$ cat config.mk
export PLATFORM = sky130hd
export DESIGN_NAME = blit_outer_seq
export DESIGN_NICKNAME = d
export VERILOG_FILES = /design/src/rtl/blit_outer_seq.sv
export SDC_FILE = /design/constraint.sdc
export NUM_CORES = 1
export LEC_CHECK = 0
export ABC_CLOCK_PERIOD_IN_PS = 3100
export BUFFER_PORTS_ARGS = -buffer_cell sky130_fd_sc_hd__buf_2
export CAP_MARGIN = 15
export CORE_UTILIZATION = 45
export DETAILED_ROUTE_END_ITERATION = 8
export PLACE_DENSITY = 0.71
export SLEW_MARGIN = 15
export SYNTH_ARGS = -nofsm -noshare
export SYNTH_HDL_FRONTEND = slang
export SYNTH_SLANG_ARGS = --single-unit
$ cat constraint.sdc
create_clock -name CCLK -period 3.1 [get_ports CCLK]
set_input_delay 0.155 -clock CCLK [delete_from_list [all_inputs] [get_ports CCLK]]
set_output_delay 0.155 -clock CCLK [all_outputs]
set_load 0.02 [all_outputs]
$ cat src/rtl/blit_outer_seq.sv
// Outer-loop sequencer for the blitter: drives parameter reads and inner-loop runs per outer iteration.
// Optional single-step mode (HOLD state, STEP/PAUSED ports) is enabled by defining BLIT_STEP_EN.
module blit_outer_seq #(
  parameter int unsigned CNTW = 8
) (
  input  logic            CCLK,
  input  logic            SRESET,
  input  logic            START,
  input  logic [CNTW-1:0] OUTLD,
  input  logic            PARRDEN,
  input  logic            PARDN,
  input  logic            INDONE,
  input  logic            STOP,
`ifdef BLIT_STEP_EN
  input  logic            STEP,
  output logic            PAUSED,
`endif
  output logic            RDPAR,
  output logic            INSTRT,
  output logic            BUSY,
  output logic            DONE,
  output logic            STOPPED,
  output logic [CNTW-1:0] OUTCNT
);

  localparam logic [2:0] S_IDLE  = 3'd0;
  localparam logic [2:0] S_PARAM = 3'd1;
  localparam logic [2:0] S_INNER = 3'd2;
  localparam logic [2:0] S_NEXT  = 3'd3;
`ifdef BLIT_STEP_EN
  localparam logic [2:0] S_HOLD  = 3'd4;
`endif

  logic [2:0]      state, state_d, cont_state;
  logic [CNTW-1:0] outcnt;
  logic            par_rd_q;
  logic            stopped_q;
  logic            instrt_q;
  logic            done_q;
  logic            last_iter;
  logic            accept;

  assign last_iter  = (outcnt == CNTW'(1));
  assign cont_state = par_rd_q ? S_PARAM : S_INNER;
  assign accept     = (state == S_IDLE) && START && !STOP;

  always_comb begin
    state_d = state;
    case (state)
      S_IDLE:  if (accept) state_d = S_PARAM;
      S_PARAM: begin
        if (STOP)       state_d = S_IDLE;
        else if (PARDN) state_d = S_INNER;
      end
      S_INNER: begin
        if (STOP)        state_d = S_IDLE;
        else if (INDONE) state_d = S_NEXT;
      end
      S_NEXT: begin
        if (STOP || last_iter) state_d = S_IDLE;
`ifdef BLIT_STEP_EN
        else                   state_d = S_HOLD;
`else
        else                   state_d = cont_state;
`endif
      end
`ifdef BLIT_STEP_EN
      S_HOLD: begin
        if (STOP)      state_d = S_IDLE;
        else if (STEP) state_d = cont_state;
      end
`endif
      default: state_d = S_IDLE;
    endcase
  end

  always_ff @(posedge CCLK) begin
    if (SRESET) begin
      state     <= S_IDLE;
      outcnt    <= '0;
      par_rd_q  <= 1'b0;
      stopped_q <= 1'b0;
      instrt_q  <= 1'b0;
      done_q    <= 1'b0;
    end else begin
      state    <= state_d;
      // INSTRT marks only the entry into INNER, never a stay in it
      instrt_q <= (state_d == S_INNER) && (state != S_INNER);
      done_q   <= (state == S_NEXT) && last_iter && !STOP;
      if (accept) begin
        outcnt    <= OUTLD;
        par_rd_q  <= PARRDEN;
        stopped_q <= 1'b0;
      end
      if ((state != S_IDLE) && STOP) stopped_q <= 1'b1;
      if ((state == S_NEXT) && !STOP) outcnt <= outcnt - CNTW'(1);
    end
  end

  assign RDPAR   = (state == S_PARAM);
  assign BUSY    = (state != S_IDLE);
  assign INSTRT  = instrt_q;
  assign DONE    = done_q;
  assign STOPPED = stopped_q;
  assign OUTCNT  = outcnt;
`ifdef BLIT_STEP_EN
  assign PAUSED  = (state == S_HOLD);
`endif

endmodule

After elaboration in Yosys (flattened, before gate mapping)
Index checks and enable logic that the tools add are counted.
{"block": "totals", "regBits": 15, "elab_cells": 38, "output_inout_bits": 13, "input_bits": 15}
{"block": "classes", "eq_ne": 6, "addsub": 1, "reduce_logical": 13, "n_mux": 12}
{"op": "$mux 8", "n": 2}
{"op": "$mux 3", "n": 5}
{"op": "$pmux 3 s4", "n": 1}
{"op": "$eq 3x2->1 const B", "n": 3}
{"op": "$eq 8x1->1 const B", "n": 1}
{"op": "$sub 8x1->8 const B", "n": 1}
{"op": "$logic_and 1x1->1", "n": 7}
{"op": "$mux 2", "n": 2}
{"op": "$reduce_bool 2->1", "n": 2}
{"op": "$eq 3x1->1 const B", "n": 1}
{"op": "$logic_not 3->1", "n": 1}
{"op": "$ne 3x2->1 const B", "n": 1}
{"op": "$reduce_bool 3->1", "n": 1}
{"op": "$mux 1", "n": 2}
{"op": "$logic_not 1->1", "n": 1}
{"op": "$logic_or 1x1->1", "n": 1}

Depth between registers and ports, before layout
Gate-level depths: netlist (run 1).
{"block": "logic_depth", "depth_word": 7, "ltp_mapped": 5, "ltp_nobuf": 5}

Least setup slack after synthesis (run 1)
No wires, ideal clock.
{"block": "synth_timing", "kind": "register to register", "from": "reg state[2]", "to": "reg outcnt[4], in the netlist OUTCNT[4]", "setup_ps": 133, "synth_period_minus_slack_ps": 1553, "stages_incl_launch_ff": 6, "n_path_buf": 1, "required_ps": 2967, "path_slack_ps": 1547, "arrival_time_ps": 1420, "cell_sequence": "dfxtp_1 or3_4 or3b_1 buf_6 o211ai_2 a31oi_1"}
{"block": "synth_between", "elab_chain_len": 4, "elab_cells_between_ends": 7, "classes_between": "1 x eq/ne; 1 x mux; 5 x reduce/logical"}
{"item": "start: declaration", "line": "34", "text": "logic [2:0] state, state_d, cont_state;"}
{"item": "start signal: assignment", "line": "86", "text": "state <= state_d;"}
{"item": "$logic_not 3->1", "line": "45", "text": "assign accept = (state == S_IDLE) && START && !STOP;"}
{"item": "$logic_and 1x1->1 (2 in a row)", "line": "45"}
{"item": "$reduce_bool 2->1 (no source line)"}
{"item": "end signal: assignment", "line": "96", "text": "if ((state == S_NEXT) && !STOP) outcnt <= outcnt - CNTW'(1);"}
{"item": "end: declaration", "line": "35", "text": "logic [CNTW-1:0] outcnt;"}
Several ways; a longest one is shown, not always the timed one.
A chain may end at the register's enable or synchronous reset.

Final worst setup path (run 1)
{"block": "layout_timing", "from": "reg state[2]", "to": "reg outcnt[7], in the netlist OUTCNT[7]"}
The elaborated chain is that of the path after synthesis.

==> results of run 1 <==
-- Yosys cell counts --
master	number
buf_2	1
a21o_1	1
or3_1	3
clkbuf_1	1
nand3_1	7
nand4b_1	1
nand2_1	9
nor3_1	4
or3_4	1
nand3b_2	1
o31a_1	1
nand2b_1	2
o211ai_2	2
ha_1	2
nand3b_1	3
nor4_1	2
conb_1	1
a22oi_1	1
buf_6	1
a31oi_1	4
a211o_1	1
a2bb2oi_1	1
buf_4	1
and4_1	1
a21oi_1	6
or3b_1	1
o21ai_0	3
a32o_1	1
nor3b_2	1
inv_1	3
and4bb_1	1
dfxtp_1	15
a311oi_1	1
nor2_1	5
-- path summary, 6_finish.rpt --
| path | from | end | slack (ps) | depth (start not counted) |
|---|---|---|---|---|
| hold reg to reg | par_rd_q$_SDFFE_PP0P_ | par_rd_q$_SDFFE_PP0P_ | 490 | 2 |
| setup / recovery | state[2]$_SDFF_PP0_ | OUTCNT[7]$_SDFFE_PP0P_ | 1240 | 4 |
| hold / removal | PARRDEN | par_rd_q$_SDFFE_PP0P_ | 110 | 3 |
| setup reg to reg | state[2]$_SDFF_PP0_ | OUTCNT[7]$_SDFFE_PP0P_ | 1240 | 4 |
-- logic make-up after synthesis --
group | after synthesis
flip-flops | 15
other | 1
adder cells (fa/ha/maj) | 2
AND/OR/NAND/NOR | 42
buffers and inverters | 7
AO/OA/AOI/OAI | 22
-- metrics by stage --
| stage | worst slack, ps | power [mW] | util | area, um^2 | hold WS [ps] |
|---|---|---|---|---|---|
| after global routing | 1150 | 0.390 | 0.593 | 925 | 115 |
| after global placement | 1360 | 0.263 | 0.576 | 898 | 403 |
| final | 1240 | 0.376 | 0.593 | 925 | 113 |
| after detailed placement | 1280 | 0.264 | 0.576 | 898 | 423 |
| after CTS | 1260 | 0.377 | 0.593 | 925 | 110 |
| after floorplan | 1550 | 0.243 | - | 771 | 291 |
-- final cells by class --
| type | count | share of cell area |
|---|---|---|
| tap | 16 | 0.0217 |
| timing repair buffer | 27 | 0.146 |
| clock buffer | 4 | 0.0284 |
| sequential | 15 | 0.325 |
| inverter | 3 | 0.0122 |
| multi-input combinational | 67 | 0.467 |
-- power breakdown --
group / internal [mW] / total [mW] / switching [mW] / leakage (nW)
Clock: 0.0500 / 0.116 / 0.0662 / 0.0150
Combinational: 0.0229 / 0.0544 / 0.0315 / 0.249
Sequential: 0.199 / 0.206 / 0.00689 / 0.122
-- worst max-delay path, stage by stage, from the launching register on --
cell and delay, ps:
dfxtp_1 360, or3_4 420, nor3b_2 590, a311oi_1 110
nor4_1 280
-- routing by layer --
layer  vias to the layer above  GRT usage  routed length [um]
li1                        383          -                   -
met5                         -          0                   0
met1                       354      0.266                 831
met3                         2     0.0375                 118
met4                         0      0.144                  18
met2                        26      0.306                 853
-- state kept, by name, indices dropped and copies added, names as in the netlist --
name / count
DONE: 1
INSTRT: 1
state: 3
STOPPED: 1
OUTCNT: 8
par_rd_q: 1
==> flow_metrics.tcl, run 1 <==
set metrics [dict create \
    ctsResizeCount 0 \
    clk_latency_ps 290 \
    final_common_cell "buf_2" \
    io_buffers 27 \
    rows 14 \
    die_x_um 43.4 \
    synth_adder_area_share 0.0325 \
    drt_iter0_markers 27 \
    yosysTopAreaCellShare 0.390 \
    clock_tree.root_cell "clkbuf_4" \
    layout-drive-gt1-share 0.302 \
    multi_input_area_um2 432 \
    power.leakage_nw 0.386 \
    grt_max_degree 17 \
    cts_hold_buf 0 \
    grt_overflow 0 \
    crit_fanout 11 \
    synth.area.top_cells "dfxtp_1 39%, nand3_1 4.5%, nand2_1 4.4%, a21oi_1 3.9%, a31oi_1 3.2%" \
    powerDensity_nw_per_um2 407 \
    cp.required_ps 3300 \
    synth_largest_area_cell "dfxtp_1" \
    post_cts_buffers 0 \
    layout.cells.non_filler 132 \
    dpl.hpwl_mm 1.28 \
    vdd_ir_drop_max_uv 333 \
    initial_core_util 0.494 \
    hp-class "in2reg" \
    yosys_register_bits 15 \
    pin_count 28 \
    run_status "finished, violations left" \
    hold_viol 0 \
    area_delta_synth_final_pct 20.0 \
    slew_headroom 0.534 \
    postRouteAntennaNets 0 \
    critPathCaptureType "register" \
    synth-xor-area-share 0 \
    drc_errors 7 \
    synthSimpleGateAreaFrac 0.321 \
    cts_made_buffers 3 \
    violations "design-rule violations" \
    grtUsageTotal 0.204 \
    min_period_ps 1860 \
    gp_congestion 0.773 \
    syn_nets 106 \
    tritoncts "done" \
    grt_antenna_before_repair 0 \
    clock_skew_ps 3.05 \
    final_cell_mix "27 x buf_2, 15 x dfxtp_1, 9 x nand2_1" \
    die_area_um2 1880 \
    min_period_over_period 0.601 \
    setup_violations 0 \
    wl_mm 1.82 \
    viasPerCell 5.80 \
    cp.arrival_ps 2060 \
    antennaDiodeCount 0 \
    fin_nets 134 \
    fillers 150 \
    vias 765 \
    grt_pass1_vias 631 \
    syn_area_per_cell_um2 8.66 \
    synthDistinctLibCells 34 \
    core_area_um2 1560 \
    yosysWarnings 0 \
    cts.sinks 15 \
    synth_mux_area_frac 0 \
    drtPass1Iterations 6 \
    wl_per_cell_um 13.8 \
    rsz0062_at_grt "no" \
    final_max_slew_viol_count 0 \
    clockBufferDepth 2 \
    path_clk_slew_ps 90 \
    syn_area_um2 771 \
    max-cap-violations 0 \
    placed_cells 128 \
    cts_htree_levels 1 \
    tightest_slew_ps 696 \
    clock.fmax_mhz 537 \
    path_class "reg2reg" \
    finalSetupTns_ps 0 \
    synth_top_family_by_area "simple AND/OR/NAND/NOR gates" \
    die_y_um 43.4 \
    synth-compound-area-share 0.201 \
    ff_latch_area_um2 300 \
    synthCells 89 \
    yosysSeqAreaShare 0.390 \
    critPathLaunchType "register" \
    grt_first_pass_wirelength_mm 2.80 \
]
(Power assumes the default switching activity.)
==> inputs of run 2 (changes only) <==
--- a/config.mk
+++ b/config.mk
@@ -5,12 +5,12 @@
 export SDC_FILE = /design/constraint.sdc
 export NUM_CORES = 1
 export LEC_CHECK = 0
-export ABC_CLOCK_PERIOD_IN_PS = 3100
+export ABC_CLOCK_PERIOD_IN_PS = 1700
 export BUFFER_PORTS_ARGS = -buffer_cell sky130_fd_sc_hd__buf_2
 export CAP_MARGIN = 15
-export CORE_UTILIZATION = 45
+export CORE_UTILIZATION = 42
 export DETAILED_ROUTE_END_ITERATION = 8
-export PLACE_DENSITY = 0.71
+export PLACE_DENSITY = 0.69
 export SLEW_MARGIN = 15
 export SYNTH_ARGS = -nofsm -noshare
 export SYNTH_HDL_FRONTEND = slang
==> constraint.sdc (replaced) <==
create_clock -name CCLK -period 1.7 [get_ports CCLK]
set_input_delay 0.085 -clock CCLK [delete_from_list [all_inputs] [get_ports CCLK]]
set_output_delay 0.085 -clock CCLK [all_outputs]
set_load 0.02 [all_outputs]
==> flow_metrics.tcl, run 2 (synthesized netlist as in run 1, its figures left out) <==
set metrics [dict create \
    rsz0062_at_grt "no" \
    hold_viol 0 \
    drc_errors 0 \
    clock_skew_ps 1.17 \
    switching_share 0.276 \
    crit_family "simple AND/OR/NAND/NOR gates" \
    run_status "finished clean" \
    cp_slowest_cell "or3b_1" \
    grt_overflow 0 \
    min_period_ps 1610 \
    reg2regPathDepth 4 \
    power.leakage_nw 0.432 \
    clock_tree.root_cell "clkbuf_4" \
    setup_violations 0 \
    cp.arrival_ps 1790 \
    min_to "par_rd_q$_SDFFE_PP0P_" \
    path_class "reg2reg" \
    finalInstanceArea_um2 1000 \
    clock_power_share 0.298 \
    drtPass1Iterations 4 \
    crit_chain "or3_4 -> or3b_1 -> nand4b_1 -> nand3_1" \
    cp.required_ps 1880 \
    min_from "PARRDEN" \
    grt_antenna_before_repair 0 \
    cts_made_buffers 3 \
    power_frac_seq 0.537 \
    clk_latency_ps 290 \
    reg2reg_from "state[1]$_SDFF_PP0_" \
    io_buffers 27 \
    p_sw_mw 0.192 \
    grt_first_pass_wirelength_mm 2.88 \
    hold-path-cell-count 3 \
    cts_htree_levels 1 \
    final_common_cell "buf_2" \
    die_area_um2 2010 \
    clockBufferDepth 2 \
    total_power_mw 0.694 \
    wl_per_cell_um 12.1 \
    viasPerCell 5.27 \
    r2r_end "OUTCNT[5]$_SDFFE_PP0P_" \
    rows 15 \
    slowest_delay_ps 530 \
    cts.sinks 15 \
    path_buf_inv 0 \
    grt_max_degree 17 \
    dpl.hpwl_mm 1.37 \
    powerDensity_nw_per_um2 692 \
    pin_count 28 \
    path_clk_slew_ps 90 \
    vias 785 \
    layout-drive-gt1-share 0.355 \
    die_x_um 44.8 \
    die_y_um 44.8 \
    gp_congestion 0.768 \
    p_comb_frac 0.165 \
    area_delta_synth_final_pct 30.2 \
    postRouteAntennaNets 0 \
    largest_register_ffs 8 \
    grt_pass1_vias 668 \
    core_area_um2 1730 \
    max-cap-violations 0 \
    ctsResizeCount 0 \
    final_max_slew_viol_count 0 \
    hp-class "in2reg" \
    fillers 187 \
    cp-startpoint "state[1]$_SDFF_PP0_" \
    critPathLaunchType "register" \
    antennaDiodeCount 0 \
    intPower_mw 0.503 \
    crit_fanout 9 \
    cts_hold_buf 0 \
    final_cell_mix "27 x buf_2, 15 x dfxtp_1, 9 x nand2_1" \
    wl_mm 1.80 \
    dpl_cell_area_um2 970 \
    tritoncts "done" \
    post_cts_buffers 0 \
    finalSetupTns_ps 0 \
    vdd_ir_drop_max_uv 407 \
    initial_core_util 0.446 \
    fin_nets 142 \
    critPathCaptureType "register" \
    clock.fmax_mhz 622 \
    grtUsageTotal 0.202 \
    drt_iter0_markers 18 \
    r2r_slack_ps 90 \
    min_period_over_period 0.946 \
]
[run 2: stage by stage]
step | std cells | util | hold slack [ps] | setup slack (ps)
floorplan | 89 | - | 221 | 147
global placement | 145 | 0.562 | 327 | 133
detailed placement | 145 | 0.562 | 336 | 110
CTS | 149 | 0.578 | 18.8 | 94.6
global route | 149 | 0.581 | 15.5 | 3.76
finish | 149 | 0.581 | 25.7 | 91.3
[run 2: power groups by stage]
stage          Combinational (mW)  Sequential (mW)  Clock, mW
2_1_floorplan              0.0511            0.392          0
3_3_place_gp                0.110            0.380          0
3_5_place_dp                0.112            0.381          0
4_1_cts                     0.112            0.373      0.214
5_1_grt                     0.125            0.374      0.233
6_report                    0.115            0.373      0.207
[run 2: worst max-delay path by stage]
stage                                  end  slack (ps)  depth (start not counted)
finish              OUTCNT[5]$_SDFFE_PP0P_          90                          4
global route        OUTCNT[7]$_SDFFE_PP0P_           4                          4
CTS                 OUTCNT[2]$_SDFFE_PP0P_          90                          4
detailed placement  OUTCNT[2]$_SDFFE_PP0P_         110                          4
global placement    OUTCNT[2]$_SDFFE_PP0P_         130                          4
floorplan           OUTCNT[4]$_SDFFE_PP0P_         150                          5
[run 2: worst min-delay path, delay by kind of cell]
family / cells / cell delay [ps]
buf+inv: 1 / 90
compound gates: 1 / 50
simple gates: 1 / 40
[run 2: per-layer routing]
metal  global-route usage  vias up  routed length (um)
met5                    0        -                   0
met4               0.0909        0                  10
met3               0.0600        2                  82
met2                0.329       22                 876
met1                0.244      365                 831
li1                     -      396                   -
[run 2: cell type report]
class / instances / area, um^2 / area share
clock buffers: 3 / 22.5 / 0.0224
clock inverters: 1 / 5.00 / 0.00499
inverters: 3 / 11.3 / 0.0112
multi-input cells: 67 / 438 / 0.436
flip-flops and latches: 15 / 300 / 0.299
well taps: 25 / 31.3 / 0.0312
repair buffers: 35 / 195 / 0.195
==> inputs of run 3 (changes only) <==
--- a/config.mk
+++ b/config.mk
@@ -7,10 +7,12 @@
 export LEC_CHECK = 0
 export ABC_CLOCK_PERIOD_IN_PS = 1700
 export BUFFER_PORTS_ARGS = -buffer_cell sky130_fd_sc_hd__buf_2
-export CAP_MARGIN = 15
+export CAP_MARGIN = 25
 export CORE_UTILIZATION = 42
 export DETAILED_ROUTE_END_ITERATION = 8
 export PLACE_DENSITY = 0.69
+export REMOVE_ABC_BUFFERS = 1
+export SKIP_CTS_REPAIR_TIMING = 1
 export SLEW_MARGIN = 15
 export SYNTH_ARGS = -nofsm -noshare
 export SYNTH_HDL_FRONTEND = slang
==> flow_metrics.tcl, run 3 (synthesized netlist as in run 1, its figures left out) <==
set metrics [dict create \
    run_status "finished clean" \
    cts.sinks 15 \
    die_area_um2 2010 \
    finalInstanceArea_um2 1000 \
    grt_first_pass_wirelength_mm 2.91 \
    die_x_um 44.8 \
    final_max_slew_viol_count 0 \
    vdd_ir_drop_max_uv 402 \
    min_period_over_period 0.951 \
    final_common_cell "buf_2" \
    vias 809 \
    crit_fanout 9 \
    cp.required_ps 1860 \
    grt_max_degree 17 \
    hold-path-cell-count 3 \
    final_cell_mix "27 x buf_2, 15 x dfxtp_1, 9 x nand2_1, 9 x buf_4, 7 x nand3_1" \
    setup_violations 0 \
    dpl.hpwl_mm 1.35 \
    max-cap-violations 0 \
    cts_made_buffers 3 \
    grtUsageTotal 0.198 \
    wl_mm 1.82 \
    gp_congestion 0.799 \
    layout-drive-gt1-share 0.352 \
    multi_input_area_um2 432 \
    reg2regPathDepth 4 \
    cts_htree_levels 1 \
    viasPerCell 5.39 \
    finalSetupTns_ps 0 \
    cp.depth 4 \
    grt_pass1_vias 648 \
    total_power_mw 0.689 \
    rows 15 \
    antennaDiodeCount 0 \
    grt_antenna_before_repair 0 \
    fin_nets 143 \
    crit_chain "or3_4 -> or3b_1 -> o211ai_2 -> a31oi_1" \
    slowest_delay_ps 530 \
    setup_slack_ps 82.9 \
    hp-class "in2reg" \
    pin_count 28 \
    min_period_ps 1620 \
    drc_errors 0 \
    core_area_um2 1730 \
    powerDensity_nw_per_um2 686 \
    fillers 184 \
    crit_family "simple AND/OR/NAND/NOR gates" \
    hold_viol 0 \
    rsz0062_at_grt "no" \
    path_class "reg2reg" \
    drt_iter0_markers 14 \
    grt_overflow 0 \
    die_y_um 44.8 \
    wl_per_cell_um 12.1 \
    clock_tree.root_cell "clkbuf_4" \
    critPathLaunchType "register" \
    clock_skew_ps 6.32 \
    postRouteAntennaNets 0 \
    clock.fmax_mhz 618 \
    path_clk_slew_ps 90 \
    dpl_cell_area_um2 977 \
    dp_slack_ps 111 \
    power.leakage_nw 0.432 \
    clk_latency_ps 280 \
    initial_core_util 0.446 \
    cp.arrival_ps 1780 \
    io_buffers 27 \
    drtPass1Iterations 4 \
    layout.cells.non_filler 150 \
    placed_cells 146 \
    largest_register_ffs 8 \
    clockBufferDepth 2 \
    critPathCaptureType "register" \
    tritoncts "done" \
    path_buf_inv 0 \
    cp_slowest_cell "or3b_1" \
    area_delta_synth_final_pct 30.2 \
    ff_latch_area_um2 300 \
]
## run 3: tightest hold or removal path: stages
cell     delay, ps
buf_2           90
nand2_1         50
a21oi_1         50
## run 3: layout make-up
| class | instances | share of cell area |
|---|---|---|
| clock buffer | 4 | 0.0262 |
| inverter | 3 | 0.0112 |
| multi-input combinational | 67 | 0.430 |
| sequential | 15 | 0.299 |
| tap | 25 | 0.0312 |
| timing repair buffer | 36 | 0.202 |
## run 3: final timing paths
kind | startpoint | to | slack (ps)
setup / recovery | state[2]$_SDFF_PP0_ | OUTCNT[4]$_SDFFE_PP0P_ | 80
hold / removal | PARRDEN | par_rd_q$_SDFFE_PP0P_ | 30
setup reg to reg | state[2]$_SDFF_PP0_ | OUTCNT[4]$_SDFFE_PP0P_ | 80
hold reg to reg | par_rd_q$_SDFFE_PP0P_ | par_rd_q$_SDFFE_PP0P_ | 490
## run 3: metal layers
metal,part of all wire,GRT usage,vias to the layer above
met2,0.48,0.303,16
met1,0.49,0.278,386
met3,0.026,0.0360,2
met5,0,0,-
li1,-,-,405
met4,0.0077,0.0727,0
## run 3: power breakdown
| group | internal (mW) | switching (mW) | total [mW] |
|---|---|---|---|
| Sequential | 0.363 | 0.0103 | 0.373 |
| Combinational | 0.0512 | 0.0613 | 0.112 |
| Clock | 0.0909 | 0.112 | 0.203 |
## run 3: per-stage QoR
stage	hold slack (ps)	utilization
final	33.0	0.581
after global routing	43.1	0.581
after CTS	30.4	0.581
after detailed placement	334	0.566
after global placement	327	0.566
after floorplan	154	-
